--- config.mk ---
export PLATFORM = sky130hd
export DESIGN_NAME = add_sub_pipe
export DESIGN_NICKNAME = d
export VERILOG_FILES = /design/src/rtl/alu_pkg.sv /design/src/rtl/cla_slice.sv /design/src/rtl/add_sub_pipe.sv
export SDC_FILE = /design/constraint.sdc
export NUM_CORES = 1
export LEC_CHECK = 0
export BUFFER_PORTS_ARGS = -buffer_cell sky130_fd_sc_hd__buf_2
export CORE_ASPECT_RATIO = 0.75
export CORE_MARGIN = 5
export CORE_UTILIZATION = 30
export CTS_CLUSTER_SIZE = 28
export DETAILED_ROUTE_END_ITERATION = 6
export PLACE_DENSITY_LB_ADDON = 0.12
export SYNTH_ARGS = -nofsm -noshare
export SYNTH_HDL_FRONTEND = slang
export SYNTH_SLANG_ARGS = --single-unit
--- constraint.sdc ---
create_clock -name clk -period 6.7 [get_ports clk]
set_input_delay 1.34 -clock clk [delete_from_list [all_inputs] [get_ports clk]]
set_output_delay 1.34 -clock clk [all_outputs]
set_load 0.005 [all_outputs]
--- src/rtl/alu_pkg.sv ---
// Shared ALU definitions for the pipelined adder/subtractor.
//   FLAG_* : bit positions of the Z/V/N/C flags in a packed flag vector
//   nstage : number of pipeline stages for a given width/slice split
//   smax/smin : signed saturation bounds for a given width (low WIDTH bits valid)
package alu_pkg;

  localparam int FLAG_Z = 0;
  localparam int FLAG_V = 1;
  localparam int FLAG_N = 2;
  localparam int FLAG_C = 3;
  localparam int NFLAGS = 4;

  // Widest operand the saturation helpers can describe.
  localparam int MAX_W = 64;

  function automatic int nstage(input int width, input int slice);
    return width / slice;
  endfunction

  function automatic logic [MAX_W-1:0] smax(input int width);
    return (64'd1 << (width - 1)) - 64'd1;
  endfunction

  function automatic logic [MAX_W-1:0] smin(input int width);
    return 64'd1 << (width - 1);
  endfunction

endpackage

--- src/rtl/cla_slice.sv ---
// Combinational W-bit carry-lookahead adder slice.
// Ports:
//   a, b  : slice operands (b already inverted by the caller for subtraction)
//   cin   : carry into bit 0 of the slice
//   sum   : slice sum
//   cout  : carry out of the slice MSB
//   cmsb  : carry into the slice MSB (used for signed overflow in the top slice)
module cla_slice #(
  parameter int W = 4
) (
  input  logic [W-1:0] a,
  input  logic [W-1:0] b,
  input  logic         cin,
  output logic [W-1:0] sum,
  output logic         cout,
  output logic         cmsb
);

  logic [W-1:0] p_s;
  logic [W-1:0] g_s;
  logic [W:0]   c_s;
  logic         term_s;
  logic         cnx_s;

  assign p_s = a ^ b;
  assign g_s = a & b;

  // Each carry is a flat sum of products: the generate of any lower bit that
  // propagates all the way up, or cin propagated through every lower bit.
  always_comb begin
    c_s    = {(W + 1){1'b0}};
    term_s = 1'b0;
    cnx_s  = 1'b0;
    c_s[0] = cin;
    for (int i = 0; i < W; i++) begin
      cnx_s = cin;
      for (int m = 0; m <= i; m++) begin
        cnx_s = cnx_s & p_s[m];
      end
      for (int j = 0; j <= i; j++) begin
        term_s = g_s[j];
        for (int m = j + 1; m <= i; m++) begin
          term_s = term_s & p_s[m];
        end
        cnx_s = cnx_s | term_s;
      end
      c_s[i+1] = cnx_s;
    end
  end

  assign sum  = p_s ^ c_s[W-1:0];
  assign cout = c_s[W];
  assign cmsb = c_s[W-1];

endmodule

--- src/rtl/add_sub_pipe.sv ---
// Pipelined carry-lookahead adder/subtractor with ALU flags and valid/ready
// handshakes. One SLICE-bit slice is resolved per stage; the carry between
// slices is registered. An input register and an output register bracket the
// slice stages so that the result appears NSTAGE cycles after acceptance.
// Optional build macro: ADD_SUB_PIPE_SAT_EN adds a 'sat' input that clamps
// overflowing results to the signed max/min.
// Ports:
//   clk, rst            : clock, synchronous active-high reset
//   in_valid / in_ready : input handshake (in_ready = pipeline may advance)
//   a, b, sub, in_tag   : operands, 1 = a-b, sideband tag
//   sat                 : (ADD_SUB_PIPE_SAT_EN only) saturate on overflow
//   out_valid/out_ready : output handshake
//   sum, cout, ovfl, zero, neg, out_tag : registered result, flags and tag
module add_sub_pipe
  import alu_pkg::*;
#(
  parameter int WIDTH = 16,
  parameter int SLICE = 4,
  parameter int TAG_W = 4
) (
  input  logic             clk,
  input  logic             rst,
  input  logic             in_valid,
  output logic             in_ready,
  input  logic [WIDTH-1:0] a,
  input  logic [WIDTH-1:0] b,
  input  logic             sub,
`ifdef ADD_SUB_PIPE_SAT_EN
  input  logic             sat,
`endif
  input  logic [TAG_W-1:0] in_tag,
  output logic             out_valid,
  input  logic             out_ready,
  output logic [WIDTH-1:0] sum,
  output logic             cout,
  output logic             ovfl,
  output logic             zero,
  output logic             neg,
  output logic [TAG_W-1:0] out_tag
);

  localparam int NSTAGE = nstage(WIDTH, SLICE);

`ifdef ADD_SUB_PIPE_SAT_EN
  localparam logic [WIDTH-1:0] SMAX = WIDTH'(smax(WIDTH));
  localparam logic [WIDTH-1:0] SMIN = WIDTH'(smin(WIDTH));
  logic [NSTAGE-1:0] sat_r;
`endif

  // Stage register k feeds slice k. Bits of a_r/b_r below slice k and bits
  // of sum_r at or above slice k are don't-care.
  logic [NSTAGE-1:0] vld_r;
  logic [NSTAGE-1:0] cin_r;
  logic [TAG_W-1:0]  tag_r [NSTAGE];
  logic [WIDTH-1:0]  a_r   [NSTAGE];
  logic [WIDTH-1:0]  b_r   [NSTAGE];
  logic [WIDTH-1:0]  sum_r [NSTAGE];

  logic [SLICE-1:0]  sl_sum_s  [NSTAGE];
  logic [NSTAGE-1:0] sl_cout_s;
  logic [NSTAGE-1:0] sl_cmsb_s;
  logic [WIDTH-1:0]  sum_nx_s  [NSTAGE];

  logic              advance_s;
  logic              ovf_s;
  logic [WIDTH-1:0]  res_s;
  logic [NFLAGS-1:0] flags_s;

  // Whole pipeline moves together; it only freezes when a result is waiting.
  assign advance_s = out_ready | ~out_valid;
  assign in_ready  = advance_s;

  for (genvar k = 0; k < NSTAGE; k++) begin : g_slice
    cla_slice #(.W(SLICE)) u_slice (
      .a    (a_r[k][k*SLICE +: SLICE]),
      .b    (b_r[k][k*SLICE +: SLICE]),
      .cin  (cin_r[k]),
      .sum  (sl_sum_s[k]),
      .cout (sl_cout_s[k]),
      .cmsb (sl_cmsb_s[k])
    );
  end

  // Merge each slice result into the partial sum carried down the pipe.
  always_comb begin
    for (int k = 0; k < NSTAGE; k++) begin
      sum_nx_s[k] = sum_r[k];
      sum_nx_s[k][k*SLICE +: SLICE] = sl_sum_s[k];
    end
  end

  // Final-stage result selection (optional clamp) and flag generation.
  always_comb begin
    ovf_s = sl_cmsb_s[NSTAGE-1] ^ sl_cout_s[NSTAGE-1];
    res_s = sum_nx_s[NSTAGE-1];
`ifdef ADD_SUB_PIPE_SAT_EN
    // On overflow the wrapped MSB is the inverse of the true sign.
    if (sat_r[NSTAGE-1] && ovf_s) begin
      if (sum_nx_s[NSTAGE-1][WIDTH-1]) begin
        res_s = SMAX;
      end else begin
        res_s = SMIN;
      end
    end else begin
      res_s = sum_nx_s[NSTAGE-1];
    end
`endif
    flags_s         = {NFLAGS{1'b0}};
    flags_s[FLAG_Z] = (res_s == {WIDTH{1'b0}});
    flags_s[FLAG_V] = ovf_s;
    flags_s[FLAG_N] = res_s[WIDTH-1];
    flags_s[FLAG_C] = sl_cout_s[NSTAGE-1];
  end

  // Pipeline and output registers; everything holds while stalled.
  always_ff @(posedge clk) begin
    if (rst) begin
      vld_r     <= {NSTAGE{1'b0}};
      cin_r     <= {NSTAGE{1'b0}};
`ifdef ADD_SUB_PIPE_SAT_EN
      sat_r     <= {NSTAGE{1'b0}};
`endif
      for (int k = 0; k < NSTAGE; k++) begin
        tag_r[k] <= {TAG_W{1'b0}};
        a_r[k]   <= {WIDTH{1'b0}};
        b_r[k]   <= {WIDTH{1'b0}};
        sum_r[k] <= {WIDTH{1'b0}};
      end
      out_valid <= 1'b0;
      sum       <= {WIDTH{1'b0}};
      cout      <= 1'b0;
      ovfl      <= 1'b0;
      zero      <= 1'b0;
      neg       <= 1'b0;
      out_tag   <= {TAG_W{1'b0}};
    end else if (advance_s) begin
      // Subtraction is a + ~b + 1: invert b once here, carry-in of slice 0.
      vld_r[0] <= in_valid;
      cin_r[0] <= sub;
      a_r[0]   <= a;
      b_r[0]   <= sub ? ~b : b;
      tag_r[0] <= in_tag;
      sum_r[0] <= {WIDTH{1'b0}};
`ifdef ADD_SUB_PIPE_SAT_EN
      sat_r[0] <= sat;
`endif
      for (int k = 1; k < NSTAGE; k++) begin
        vld_r[k] <= vld_r[k-1];
        cin_r[k] <= sl_cout_s[k-1];
        a_r[k]   <= a_r[k-1];
        b_r[k]   <= b_r[k-1];
        tag_r[k] <= tag_r[k-1];
        sum_r[k] <= sum_nx_s[k-1];
`ifdef ADD_SUB_PIPE_SAT_EN
        sat_r[k] <= sat_r[k-1];
`endif
      end
      out_valid <= vld_r[NSTAGE-1];
      sum       <= res_s;
      cout      <= flags_s[FLAG_C];
      ovfl      <= flags_s[FLAG_V];
      zero      <= flags_s[FLAG_Z];
      neg       <= flags_s[FLAG_N];
      out_tag   <= tag_r[NSTAGE-1];
    end
  end

endmodule
==> reports/summary.txt <==
DIE AREA: 23,700 um^2
Fillers: 2,006
Hold Path Origin: out_tag[3]
I/O pin total: 67
H-tree levels: 4
Worst flop-to-flop path startpoint: out_valid
Syn Nets: 536
Gr usage total: 9.74%
Most common cell after layout, fill and taps aside: edfxtp_1
Post-synth EDFFs: 120
Vias: 3,393
Post-Syn Instances: 471
Async set-reset flop share out of synthesis: 0%
Synthesized area: 6210 um^2
Min Hold Slack: 0.453 ns
CTS sink count: 152
Period utilization: 52.8%
Crit end category: output pin
Critical Path Start: out_ready
Hold Buf Count CTS: 0
GRT met3 Usage: 3.53%
Area Overhead vs Synth: 19.3%
Final Slew Violations: 0
Relative slew slack: 27.3%
Fin crit period: 3.54 ns
Combinational power share: 4.7%
Worst-Margin Slew: 1.09 ns
WS Path Type: in -> out
Outcome: finished, final reports clean
Post-route insts no fill: 829
Worst Path Max Fanout: 32
WL final: 10,800 um
Pwr dens: 286 nW/um^2
Worst slack, placed: 2.80 ns
Buffer count from post-CTS setup fixing: 0
Initial antenna violation count: 0
Maxcap violations: 0
Clk pwr share: 44.2%
Sequential-to-total area share from yosys stat: 68.3%
ANT cells: 0
Type of origin of the critical path: primary input
P_sw: 477 uW
Via density: 4.09
GPL Wtd Cong: 0.725
Post-synth top area share: 58.0%
GR Layer Usage met2: 12.4%
Final ANT Viol Nets: 0
Internal power: 1640 uW
Latest clock arrival within the worst-skew pair: 0.42 ns
Vias in the first global route: 3,388
DIE WIDTH: 176 um
# nets final: 599
Share of layout cells above drive strength 1: 19.4%
Sequential power share: 51.0%
DRT iter0 DRCs: 194
Initial core utilization: 30.6%
CTS tree: yes
Setup TNS: 0 ns
RSZ-0062 raised after global routing: no
First-pass GRT wire length: 18,100 um
CTS Root Cell: clkbuf_16
Cts repair resizes: 0
Synth Warn #: 0
Drt drc: 0
Net Sw Frac: 22.5%
Core area: 20,300 um^2
Crit path required time: 5.36 ns
Placed cells: 797
Leak: 0.00313 uW
Ranking of synthesized cells by area: edfxtp_1 58%, dfxtp_1 10%, and2_1 9.8%
CTS max path bufs: 2
Largest net degree at the start of global routing: 84
GRT overflow: 0
Synth Flop Type: edfxtp_1
Avg Cell Area, Syn: 13.2 um^2
Highest-count cells in the layout ignoring fill and taps: 120 x edfxtp_1, 97 x and2_1, 66 x buf_2
Fmax: 283 MHz
Setup WS post-layout: 3.16 ns
Met1 GRT Util: 14.7%
Number of detailed-route iterations in the first pass: 4
Yosys reg bits: 152
I/O Buffers: 66
Clock Pin Slew Worst Setup and Hold Paths: 0.06 ns
Distinct cell type count after synthesis: 34
Most crowded layer after global routing: met1
Critical Path AT: 2.20 ns
Clock skew: 0.00662 ns
# setup viols final: 0
Die H: 135 um
Worst vdd rail ir drop: 0.000159 V
Cts bufs inserted: 17
FP Rows: 45
DR WL/cell: 13.0 um
Worst hold path class: reg -> reg
Dpl hpwl: 7070 um
Yosys top cell by area: edfxtp_1
Final Hold Viols: 0
==> cell usage after synthesis, types with 2 or more instances <==
cell	instances
clkbuf_1	15
nor2_1	35
xnor2_1	19
inv_1	2
edfxtp_1	120
nor3_1	13
o21a_1	8
buf_2	9
o21ai_0	3
nand2_1	45
ha_1	20
mux2i_1	2
dfxtp_1	32
a21oi_1	23
fa_1	4
a211oi_1	4
nor4_1	2
nand2b_1	2
o31a_1	2
and2_1	97
==> cells by family after synthesis <==
logic type                 Yosys count  synth area share (%)
DFF                                152                  68.3
muxes                                2                 0.322
buffers and inverters               28                  1.93
and+or+nand+nor                    202                  16.9
adders and majority gates           24                  5.32
xor gates and xnor gates            20                  2.82
AOI/OAI and AO/OA                   43                  4.37
==> sequential cells by signal (all words and copies together), names as in the netlist <==
register	cells
out_valid	1
sum	16
tag_r	16
vld_r	4
b_r	40
cout	1
cin_r	4
sum_r	24
out_tag	4
ovfl	1
zero	1
a_r	40
==> worst max-delay path: stages <==
cell and delay (ns):
buf_2 0.09, and2b_1 0.18, buf_4 0.34, inv_1 0.10, buf_2 0.14
==> routing by layer <==
layer / part of all wire, % / up-vias
met4: 1.4 / 0
met1: 54 / 1558
met3: 5.4 / 7
li1: - / 1755
met5: 0 / -
met2: 39 / 73
==> power by group through the flow <==
| stage | registers [uW] | clock network, uW | logic, uW |
|---|---|---|---|
| after detailed placement | 1100 | 0 | 103 |
| after global placement | 1100 | 0 | 101 |
| after CTS | 1080 | 963 | 104 |
| after floorplan | 1090 | 0 | 70.1 |
| after global routing | 1080 | 1010 | 118 |
| final | 1080 | 936 | 101 |
==> final cells by class <==
cell class	instances	area, um^2	share of cell area, %
flip-flops and latches	152	4240	57.3
inverters	2	7.51	0.101
clock buffers	17	425	5.74
well taps	282	353	4.76
clock inverters	15	158	2.13
repair buffers	70	360	4.86
multi-input cells	291	1860	25.1
==> through the flow <==
stage          cell area (um^2)  util, %  power [uW]
6_report                   7410     36.4        2120
5_1_grt                    7410     36.4        2210
4_1_cts                    7410     36.4        2150
3_5_place_dp               6820     33.6        1200
3_3_place_gp               6820     33.6        1200
2_1_floorplan              6210        -        1160
==> path summary, 6_finish.rpt <==
kind,cells past startpoint,endpoint,slack [ns]
worst max-delay path,5,in_ready,3.16
worst min register to register,2,out_tag[3],0.45
worst max register to register,4,a_r[0][0],4.19
worst min-delay path,2,out_tag[3],0.45
Note: power is estimated with default switching activity, not from simulation.
